`config.mk`:
```
export PLATFORM = sky130hd
export DESIGN_NAME = db_cbf_ram_ctrl
export DESIGN_NICKNAME = d
export VERILOG_FILES = /design/src/rtl/db_cbf_ram_ctrl_pkg.sv /design/src/rtl/db_cbf_ram_ctrl.sv
export SDC_FILE = /design/constraint.sdc
export NUM_CORES = 1
export LEC_CHECK = 0
export ABC_AREA = 1
export BUFFER_PORTS_ARGS = -buffer_cell sky130_fd_sc_hd__buf_4
export CAP_MARGIN = 10
export CORE_AREA = 4 4 72 74
export DETAILED_ROUTE_END_ITERATION = 10
export DIE_AREA = 0 0 76 78
export PLACE_DENSITY = 0.81
export RECOVER_POWER = 25
export SLEW_MARGIN = 20
export SYNTH_ARGS = -nofsm -noshare
export SYNTH_HDL_FRONTEND = slang
export SYNTH_SLANG_ARGS = --single-unit
```
`constraint.sdc`:
```
create_clock -name clk -period 1.8 [get_ports clk]
set_input_delay 0.09 -clock clk [delete_from_list [all_inputs] [get_ports clk]]
set_output_delay 0.09 -clock clk [all_outputs]
set_load 0.01 [all_outputs]
```
`src/rtl/db_cbf_ram_ctrl_pkg.sv`:
```
// Shared definitions for the CBF RAM controller: default geometry, FSM encoding
// and the write-over-read arbitration rule with its starvation override.
package db_cbf_ram_ctrl_pkg;

  localparam int CBF_ADDR_W = 6;
  localparam int CBF_DATA_W = 16;

  typedef enum logic {
    ST_SERVE = 1'b0,
    ST_CLEAR = 1'b1
  } cbf_state_e;

  typedef enum logic [1:0] {
    GNT_NONE = 2'b00,
    GNT_WR   = 2'b01,
    GNT_RD   = 2'b10
  } cbf_gnt_e;

  // Writes win by default; a read that has waited STARVE_MAX write grants wins instead.
  function automatic cbf_gnt_e cbf_arbitrate(input logic wr_req,
                                             input logic rd_req,
                                             input logic starved);
    if (rd_req && (!wr_req || starved)) return GNT_RD;
    if (wr_req)                         return GNT_WR;
    return GNT_NONE;
  endfunction

endpackage

```
`src/rtl/db_cbf_ram_ctrl.sv`:
```
// CBF RAM controller: arbitrates one write and one read port onto an external
// single-port RAM, with a full zero-fill sweep and a fixed two-cycle read pipeline.
//
// state    | meaning
// ---------+-----------------------------------------------------------
// ST_SERVE | arbitrate write/read requests, one RAM access per cycle
// ST_CLEAR | write zero to every address, one per cycle; requests held off
module db_cbf_ram_ctrl
  import db_cbf_ram_ctrl_pkg::*;
#(
  parameter int ADDR_W     = CBF_ADDR_W,
  parameter int DATA_W     = CBF_DATA_W,
  parameter int STARVE_MAX = 4
) (
  input  logic              clk,
  input  logic              rst,
  input  logic              clr_start_i,
  output logic              clr_done_o,
  output logic              busy_o,
  input  logic              wr_req_i,
  input  logic [ADDR_W-1:0] wr_adr_i,
  input  logic [DATA_W-1:0] wr_dat_i,
  output logic              wr_ack_o,
  input  logic              rd_req_i,
  input  logic [ADDR_W-1:0] rd_adr_i,
  output logic              rd_ack_o,
  output logic              rd_val_o,
  output logic [DATA_W-1:0] rd_dat_o,
  output logic              ram_cen_o,
  output logic              ram_wen_o,
  output logic [ADDR_W-1:0] ram_adr_o,
  output logic [DATA_W-1:0] ram_wr_dat_o,
  input  logic [DATA_W-1:0] ram_rd_dat_i
);

  localparam int SW = (STARVE_MAX < 1) ? 1 : $clog2(STARVE_MAX + 1);

  cbf_state_e        state_q, state_d;
  logic [ADDR_W-1:0] clr_adr_q, clr_adr_d;
  logic [SW-1:0]     starve_q;
  logic              clr_done_q;
  logic              rd_pend_q;
  logic              rd_val_q;
  logic [DATA_W-1:0] rd_dat_q;
  logic              clr_last;
  logic              starved;
  cbf_gnt_e          gnt;

  assign starved = (starve_q == SW'(STARVE_MAX));

  always_comb begin
    state_d      = state_q;
    clr_adr_d    = clr_adr_q;
    clr_last     = 1'b0;
    gnt          = GNT_NONE;
    busy_o       = 1'b0;
    wr_ack_o     = 1'b0;
    rd_ack_o     = 1'b0;
    ram_cen_o    = 1'b1;
    ram_wen_o    = 1'b1;
    ram_adr_o    = '0;
    ram_wr_dat_o = '0;
    if (!rst) begin
      unique case (state_q)
        ST_SERVE: begin
          if (clr_start_i) begin
            state_d   = ST_CLEAR;
            clr_adr_d = '0;
          end else begin
            gnt = cbf_arbitrate(wr_req_i, rd_req_i, starved);
          end
        end
        ST_CLEAR: begin
          busy_o       = 1'b1;
          ram_cen_o    = 1'b0;
          ram_wen_o    = 1'b0;
          ram_adr_o    = clr_adr_q;
          clr_adr_d    = clr_adr_q + 1'b1;
          if (clr_adr_q == '1) begin
            state_d  = ST_SERVE;
            clr_last = 1'b1;
          end
        end
        default: state_d = ST_SERVE;
      endcase

      unique case (gnt)
        GNT_WR: begin
          wr_ack_o     = 1'b1;
          ram_cen_o    = 1'b0;
          ram_wen_o    = 1'b0;
          ram_adr_o    = wr_adr_i;
          ram_wr_dat_o = wr_dat_i;
        end
        GNT_RD: begin
          rd_ack_o  = 1'b1;
          ram_cen_o = 1'b0;
          ram_adr_o = rd_adr_i;
        end
        default: ;
      endcase
    end
  end

  always_ff @(posedge clk) begin
    if (rst) begin
      state_q    <= ST_SERVE;
      clr_adr_q  <= '0;
      starve_q   <= '0;
      clr_done_q <= 1'b0;
      rd_pend_q  <= 1'b0;
      rd_val_q   <= 1'b0;
      rd_dat_q   <= '0;
    end else begin
      state_q    <= state_d;
      clr_adr_q  <= clr_adr_d;
      clr_done_q <= clr_last;
      rd_pend_q  <= (gnt == GNT_RD);
      rd_val_q   <= rd_pend_q;
      if (rd_pend_q) rd_dat_q <= ram_rd_dat_i;
      // Counter only grows while a read is actually being passed over.
      if (gnt == GNT_RD || !rd_req_i)          starve_q <= '0;
      else if (gnt == GNT_WR && !starved)      starve_q <= starve_q + 1'b1;
    end
  end

  // Registered outputs are forced idle for the whole reset window, not just after it.
  assign clr_done_o = clr_done_q & ~rst;
  assign rd_val_o   = rd_val_q & ~rst;
  assign rd_dat_o   = rst ? '0 : rd_dat_q;

endmodule

```
==> impl_summary.log, run 1 <==
INFO  metric design.portCount = 94
INFO  metric worstHoldPathType = in -> reg
INFO  metric grt_util_all_layers = 0.1565
INFO  metric n_antenna_cell = 0
INFO  metric min_delay_path_depth = 2
INFO  metric critical_path.cell_chain = inv_2 -> ha_4 -> nand2_2 -> nand2_2 -> nand2_4 -> inv_2 -> nand2_4 -> ha_4 -> a21oi_4 -> buf_4 -> o21ai_2 -> nor2_1 -> buf_4
INFO  metric irDropWorstVdd = 0.4666 mV
INFO  metric grt_pass1_wl = 7803 um
INFO  metric synth_simple_gate_area_share = 0.3064
INFO  metric max-cap-violations = 0
INFO  metric starting_density_of_the_core = 0.3605
INFO  metric path_clk_slew = 70 ps
INFO  metric main_combinational_cell_family_by_area_after_synthesis = simple AND/OR/NAND/NOR gates
INFO  metric timing.slew.headroom = 0.6577
INFO  metric initial_detailed_routing_violation_count = a little under 80
INFO  metric floorplan.die_area = 5928 um2
INFO  metric seq_area_frac_synth = 0.3502
INFO  metric clockRootBuffer = clkbuf_8
INFO  metric share_of_cell_area_taken_by_muxes_after_synthesis = 0
INFO  metric synth_compound_area_frac = 0.1811
INFO  metric die-height = slightly below 80 um
INFO  metric drv_slew = 0
INFO  metric cts-buffers-inserted = 5
INFO  metric cts_max_path_buffers = 2
INFO  metric ys_top_cells_by_area = dfxtp_1, nor2_1, o22a_1
INFO  metric critical-path-slowest-cell = dfxtp_2
INFO  metric netlist.area_leader.share = 0.3502
INFO  metric category_of_the_worst_setup_path_capture_point = primary output
INFO  metric timing.rr.start = starve_q[0]
INFO  metric timing_worst_setup_path_type = reg -> out
INFO  metric synth-adder-area-share = 0.03774
INFO  metric finalWorstSetupSlack = -315.5 ps
INFO  metric timing_hold_violations_final = 0
INFO  metric drt-wirelength-per-cell = between 10 and 15 um
INFO  metric yosysUniqueCellTypes = 33
INFO  metric routed_via_density = 4.694
INFO  metric portBuffers = 93
INFO  metric place.gp.congestion = approximately 0.78
INFO  metric vias = between 1.5k and 2k
INFO  metric placeableCoreArea = 4598 um2
INFO  metric die-width = between 70 and 80 um
INFO  metric hold_ws = 23.59 ps
INFO  metric layout_worst_path_cycle_share = 1.175
INFO  metric max_freq = 0.4727 GHz
INFO  metric report.final.setup_viol = 24
INFO  metric drcViolationCount = 0
INFO  metric netlist_top_cells_count = nor2_1, nand2_1, inv_1, dfxtp_1, o22a_1
INFO  metric synth_largest_area_cell = dfxtp_1
INFO  metric worstSetupStartpointType = flop
INFO  metric synth_area = between 1500 and 2000 um2
INFO  metric dpl.hpwl = 3421 um
INFO  metric timing.critical_path.arrival = just over 2000 ps
INFO  metric final_net_count = a little under 400
INFO  metric postSynthRegisterBits = 29
INFO  metric post-layout-total-power = 1.547 mW
INFO  metric grt_max_degree = 46
INFO  metric final_worst_path_period_need = 2116 ps
INFO  metric crit-reg2reg-capture = starve_q[1]
INFO  metric cts_hold_buffers = 0
INFO  metric timing.reg2reg.worst_path_depth = 14
INFO  metric placementRows = 25
INFO  metric cts_tree = built
INFO  metric first_global_vias = about 1.8k
INFO  metric post_synth.cell_area_avg = 7.336 um2
INFO  metric synthesis.instances = 226
INFO  metric required_time_worst_endpoint = 1710 ps
INFO  metric async_set_reset_flop_share_out_of_synthesis = 0
INFO  metric final.setup_skew = 4.884 ps
INFO  metric fillCellCount = 393
INFO  metric insertion_delay = 280 ps
INFO  metric htree_levels = 2
INFO  metric yosys.area_share.xor_xnor = 0
INFO  metric synthToLayoutAreaGrowth = 72.38%
INFO  metric min_delay_worst_endpoint = rd_dat_q[7]
INFO  metric outcome = finished, violations left
INFO  metric failing_checks = negative setup slack
INFO  metric antenna_found_initial = 0
INFO  metric grt_setup_unrepaired = yes
INFO  metric post_route_cells_drive_above_1_share = 0.5455
INFO  metric dominantRegCellSynth = dfxtp_1
INFO  metric drtAntennaViolNets = 0
INFO  metric biggest_fanout_along_the_worst_timing_path = 5
INFO  metric synthesized_nets = 280
INFO  metric synth-warning-count = 0
INFO  metric min-delay-start = ram_rd_dat_i[7]
INFO  metric synth_enable_flop_cells = 0
INFO  metric globalRouteOverflowTotal = 0
INFO  metric postRouteWirelength = approximately 5100 um
INFO  metric powerDensity = 541.4 nW/um2
INFO  metric static-leakage-power = 1.413 nW
INFO  metric cts_sink_count = 29
INFO  metric regToRegSetupSlack = 260 ps
INFO  metric drt_pre_antenna_iters = 4
INFO  metric worst-slew-pin-transition = 513.5 ps
INFO  metric yosys.cell_count.top_type = nor2_1
INFO  metric maximum_single_stage_delay_on_the_critical_path = roughly 330 ps
==> registers in the layout, summed over array words and instances (netlist names) <==
register	flops
clr_adr_q	6
clr_done_q	1
rd_dat_q	16
rd_pend_q	1
rd_val_q	1
starve_q	3
state_q	1
==> cell usage in the layout (no fill, tap or decap), types with 5 or more instances in the layout <==
| cell type | n |
|---|---|
| nand2_4 | 11 |
| a221oi_2 | 5 |
| a21oi_1 | 6 |
| clkbuf_8 | 5 |
| nand2_1 | 17 |
| nor2_1 | 47 |
| o22a_1 | 16 |
| nand2_2 | 14 |
| buf_4 | 110 |
| dfxtp_1 | 27 |
| inv_1 | 28 |
| inv_2 | 7 |
==> critical path, delay by kind of cell (launching register included) <==
kind / cells / cell delay (ps)
buffers and inverters: 4 / 410
and+or+nand+nor: 5 / 370
adders and majority gates: 2 / 380
AOI/OAI and AO/OA: 2 / 240
DFF: 1 / 330
==> worst max-delay path by stage <==
stage / startpoint / to / slack (ps) / cells after the start
after CTS: starve_q[1] / ram_adr_o[3] / -270 / 12
after global routing: starve_q[0] / ram_adr_o[1] / -450 / 13
final: starve_q[0] / ram_adr_o[1] / -320 / 13
after global placement: starve_q[0] / ram_adr_o[4] / -70 / 12
after detailed placement: starve_q[1] / ram_adr_o[4] / -170 / 12
after floorplan: starve_q[0] / ram_adr_o[1] / -4 / 12
==> routing by layer <==
layer  up-vias  GRT usage  routed length [um]
met5         -          0                   0
met4         0    0.03381                  38
met3         6    0.06613                 373
met2        67     0.2757                2651
met1       833     0.1740                2044
li1        948          -                   -
==> power by group <==
group / internal [mW] / leakage, nW / switching (mW)
clock network: 0.266 / 0.0439 / 0.247
logic: 0.190 / 1.13 / 0.175
registers: 0.659 / 0.236 / 0.0101
total: 1.11 / 1.41 / 0.432
==> final cells by class <==
cell class | count | area (um2) | share of cell area
multi-input combinational | 149 | 1044 | 0.3651
timing repair buffer | 117 | 927.1 | 0.3244
sequential | 29 | 583.1 | 0.2040
inverter | 38 | 150.1 | 0.05254
clock buffer | 5 | 68.82 | 0.02408
tap | 54 | 67.56 | 0.02364
clock inverter | 3 | 17.52 | 0.006130
==> timing repair <==
| item | in CTS | in global routing |
|---|---|---|
| buffers inserted | 3 | 7 |
| setup endpoints to repair | 26 | 26 |
| pin swaps | 9 | 4 |
| gates resized for setup | 27 | 37 |
| cloned | 1 | 0 |
| hold endpoints to repair | 0 | 0 |
==> metrics by stage <==
stage                       util  TNS (ps)  worst slack, ps  cell area (um2)  cells
after floorplan                -    -12.88           -4.294             1667    226
after CTS                 0.5845     -2929           -268.2             2688    388
after global routing      0.6215     -6352           -450.9             2858    395
final                     0.6215     -3733           -315.5             2858    395
after detailed placement  0.5350     -1800           -166.1             2460    376
after global placement    0.5350    -302.2           -72.40             2460    376
==> cell families (layout without fill, tap and decap cells) <==
logic type	count (synthesis)	count (layout)
fa+ha+maj	5	5
simple gates	105	105
flops	29	29
buf+inv	48	163
compound gates	39	39
No activity file was read; power rests on OpenSTA's default activity.
==> inputs of run 2 (changes only) <==
--- a/config.mk
+++ b/config.mk
@@ -8,10 +8,10 @@
 export ABC_AREA = 1
 export BUFFER_PORTS_ARGS = -buffer_cell sky130_fd_sc_hd__buf_4
 export CAP_MARGIN = 10
-export CORE_AREA = 4 4 72 74
+export CORE_AREA = 4 4 91 85
 export DETAILED_ROUTE_END_ITERATION = 10
-export DIE_AREA = 0 0 76 78
-export PLACE_DENSITY = 0.81
+export DIE_AREA = 0 0 95 89
+export PLACE_DENSITY = 0.59
 export RECOVER_POWER = 25
 export SLEW_MARGIN = 20
 export SYNTH_ARGS = -nofsm -noshare
==> constraint.sdc (replaced) <==
create_clock -name clk -period 2.2 [get_ports clk]
set_input_delay 0.11 -clock clk [delete_from_list [all_inputs] [get_ports clk]]
set_output_delay 0.11 -clock clk [all_outputs]
set_load 0.01 [all_outputs]
==> run 2 against run 1 <==
The run now ends clean. Critical path depth shrank 1. Sequential cell count is the same. Register-to-register slack better by 530 ps. Sequential power shrank 18%. First-iteration DRC count shrank 67%. Clock power is 17% lower. Die area up 43%.
==> impl_summary.log, run 2 (synthesized netlist as in run 1, its figures left out) <==
INFO  metric grt_util_all_layers = 0.1024 (-0.05405)
INFO  metric vias = 1741 (-6.1%)
INFO  metric timing_worst_setup_path_type = reg -> out
INFO  metric initial_detailed_routing_violation_count = 26 (-67%)
INFO  metric cts_sink_count = 29 (unchanged)
INFO  metric layout_worst_path_cycle_share = 0.9619
INFO  metric final.setup_skew = 3.486 ps (-1.398 ps)
INFO  metric category_of_the_worst_setup_path_capture_point = primary output
INFO  metric die-width = 95 um (+25%)
INFO  metric mostFrequentLayoutCell = buf_4
INFO  metric timing.rr.start = starve_q[1]
INFO  metric place.gp.congestion = 0.6941 (-12%)
INFO  metric routed_via_density = 4.165 (-11%)
INFO  metric placementRows = 29 (+16%)
INFO  metric floorplan.die_area = 8455 um2 (+43%)
INFO  metric area_taken_by_multi_input_logic_gates = 918.4 um2 (-12%)
INFO  metric finalWorstSetupSlack = 83.72 ps (+399.2 ps)
INFO  metric cts-buffers-inserted = 5 (unchanged)
INFO  metric max_freq = 0.4725 GHz
INFO  metric drcViolationCount = 0 (unchanged)
INFO  metric path_clk_slew = 70 ps (about the same)
INFO  metric required_time_worst_endpoint = 2090 ps (+380 ps)
INFO  metric grt_max_degree = 46 (unchanged)
INFO  metric design.portCount = 94 (unchanged)
INFO  metric max-cap-violations = 0 (unchanged)
INFO  metric starting_density_of_the_core = 0.2430 (-0.1175)
INFO  metric die-height = 89 um (+14%)
INFO  metric min-delay-start = ram_rd_dat_i[9]
INFO  metric htree_levels = 2 (unchanged)
INFO  metric grt_setup_unrepaired = yes
INFO  metric timing_hold_violations_final = 0 (unchanged)
INFO  metric post_route_cells_drive_above_1_share = 0.4092 (-0.1362)
INFO  metric outcome = completed
INFO  metric worstSetupStartpointType = flop
INFO  metric postRouteWirelength = 4581 um (-10%)
INFO  metric drt-wirelength-per-cell = 10.96 um (-15%)
INFO  metric worst-slew-pin-transition = 525.4 ps (+11.84 ps)
INFO  metric grt_pass1_wl = 7065 um (-9.5%)
INFO  metric post-layout-total-power = 1.211 mW (-22%)
INFO  metric portBuffers = 93 (unchanged)
INFO  metric first_global_vias = 1546 (-13%)
INFO  metric place_worst_setup_slack = 135.2 ps (+301.2 ps)
INFO  metric final_net_count = 378 (-4.1%)
INFO  metric placeableCoreArea = 6822 um2 (+48%)
INFO  metric powerDensity = 472.7 nW/um2 (-13%)
INFO  metric fillCellCount = 752 (+91%)
INFO  metric commonest_cells_after_routing_fill_and_taps_aside = buf_4, nor2_1, nand2_1, inv_1, dfxtp_1
INFO  metric drtAntennaViolNets = 0 (unchanged)
INFO  metric report.final.setup_viol = 0 (-100%)
INFO  metric clockRootBuffer = clkbuf_8
INFO  metric final_worst_path_period_need = 2116 ps
INFO  metric insertion_delay = 270 ps (about the same)
INFO  metric synthToLayoutAreaGrowth = 54.49%
INFO  metric irDropWorstVdd = 0.3034 mV (-35%)
INFO  metric cts_max_path_buffers = 2 (unchanged)
INFO  metric registers.top_by_ff_count = rd_dat_q
INFO  metric setup_total_negative_slack = 0 ps (+3733 ps)
INFO  metric worstHoldPathType = in -> reg
INFO  metric dpl.hpwl = 3359 um (-1.8%)
INFO  metric globalRouteOverflowTotal = 0 (unchanged)
INFO  metric cts_tree = built
INFO  metric biggest_fanout_along_the_worst_timing_path = 8 (+3)
INFO  metric crit_start = starve_q[1]
INFO  metric static-leakage-power = 1.188 nW (-16%)
INFO  metric drv_slew = 0 (unchanged)
INFO  metric drt_pre_antenna_iters = 4 (unchanged)
INFO  metric timing.slew.headroom = 0.6498 (-0.007893)
INFO  metric timing.critical_path.arrival = 2010 ps (-20 ps)
INFO  metric ff_latch_area = 583.1 um2 (unchanged)
INFO  metric top_regs = rd_dat_q (16), clr_adr_q (6), starve_q (3)
INFO  metric n_antenna_cell = 0 (unchanged)
INFO  metric antenna_found_initial = 0 (unchanged)
INFO  metric largest_register_ffs = 16 (unchanged)
run 2: timing repair:
action	4_1_cts	5_1_grt
setup buffers	1	6
pin swaps	1	10
hold buffers	0	0
gates resized for setup	4	16
endpoints found under the setup margin	22	23
run 2: final cells by class:
class / instances / share of cell area
Clock inverter: 3 / 0.006839
Inverter: 38 / 0.05765
Clock buffer: 5 / 0.02687
Tap cell: 93 / 0.04543
Timing Repair Buffer: 101 / 0.2770
Sequential cell: 29 / 0.2276
Multi-Input combinational cell: 149 / 0.3586
run 2: metrics by stage:
step	hold WS, ps	utilization	cell area [um2]	instances
floorplan	239.7	-	1658	226
global placement	327.3	0.3545	2419	403
detailed placement	329.2	0.3545	2419	403
CTS	31.60	0.3707	2529	412
global route	40.50	0.3755	2561	418
finish	46.52	0.3755	2561	418
run 2: worst paths after layout:
check	slack (ps)	depth (start not counted)	to
min	50	2	rd_dat_q[9]
max reg2reg	790	11	starve_q[0]
min reg2reg	500	2	clr_adr_q[5]
max	80	12	ram_adr_o[2]
run 2: per-layer routing:
layer | global-route usage | vias up | wire [um]
met3 | 0.03620 | 2 | 434
li1 | - | 915 | -
met5 | 0 | - | 0
met1 | 0.1294 | 759 | 2048
met4 | 0.02359 | 0 | 14
met2 | 0.1684 | 65 | 2083
run 2: report_power, final:
group | internal, mW | switching [mW] | total, mW
registers | 0.539 | 0.00760 | 0.547
logic | 0.122 | 0.115 | 0.237
clock network | 0.218 | 0.209 | 0.427
run 2: critical path, stage by stage (launching register included):
cell	delay, ps
dfxtp_2	320
inv_2	70
ha_4	150
nand2_2	60
nand2_2	90
nand2_4	80
inv_4	60
nand2_4	60
ha_4	300
a21oi_4	210
o21ai_1	90
nor2_1	100
buf_4	130
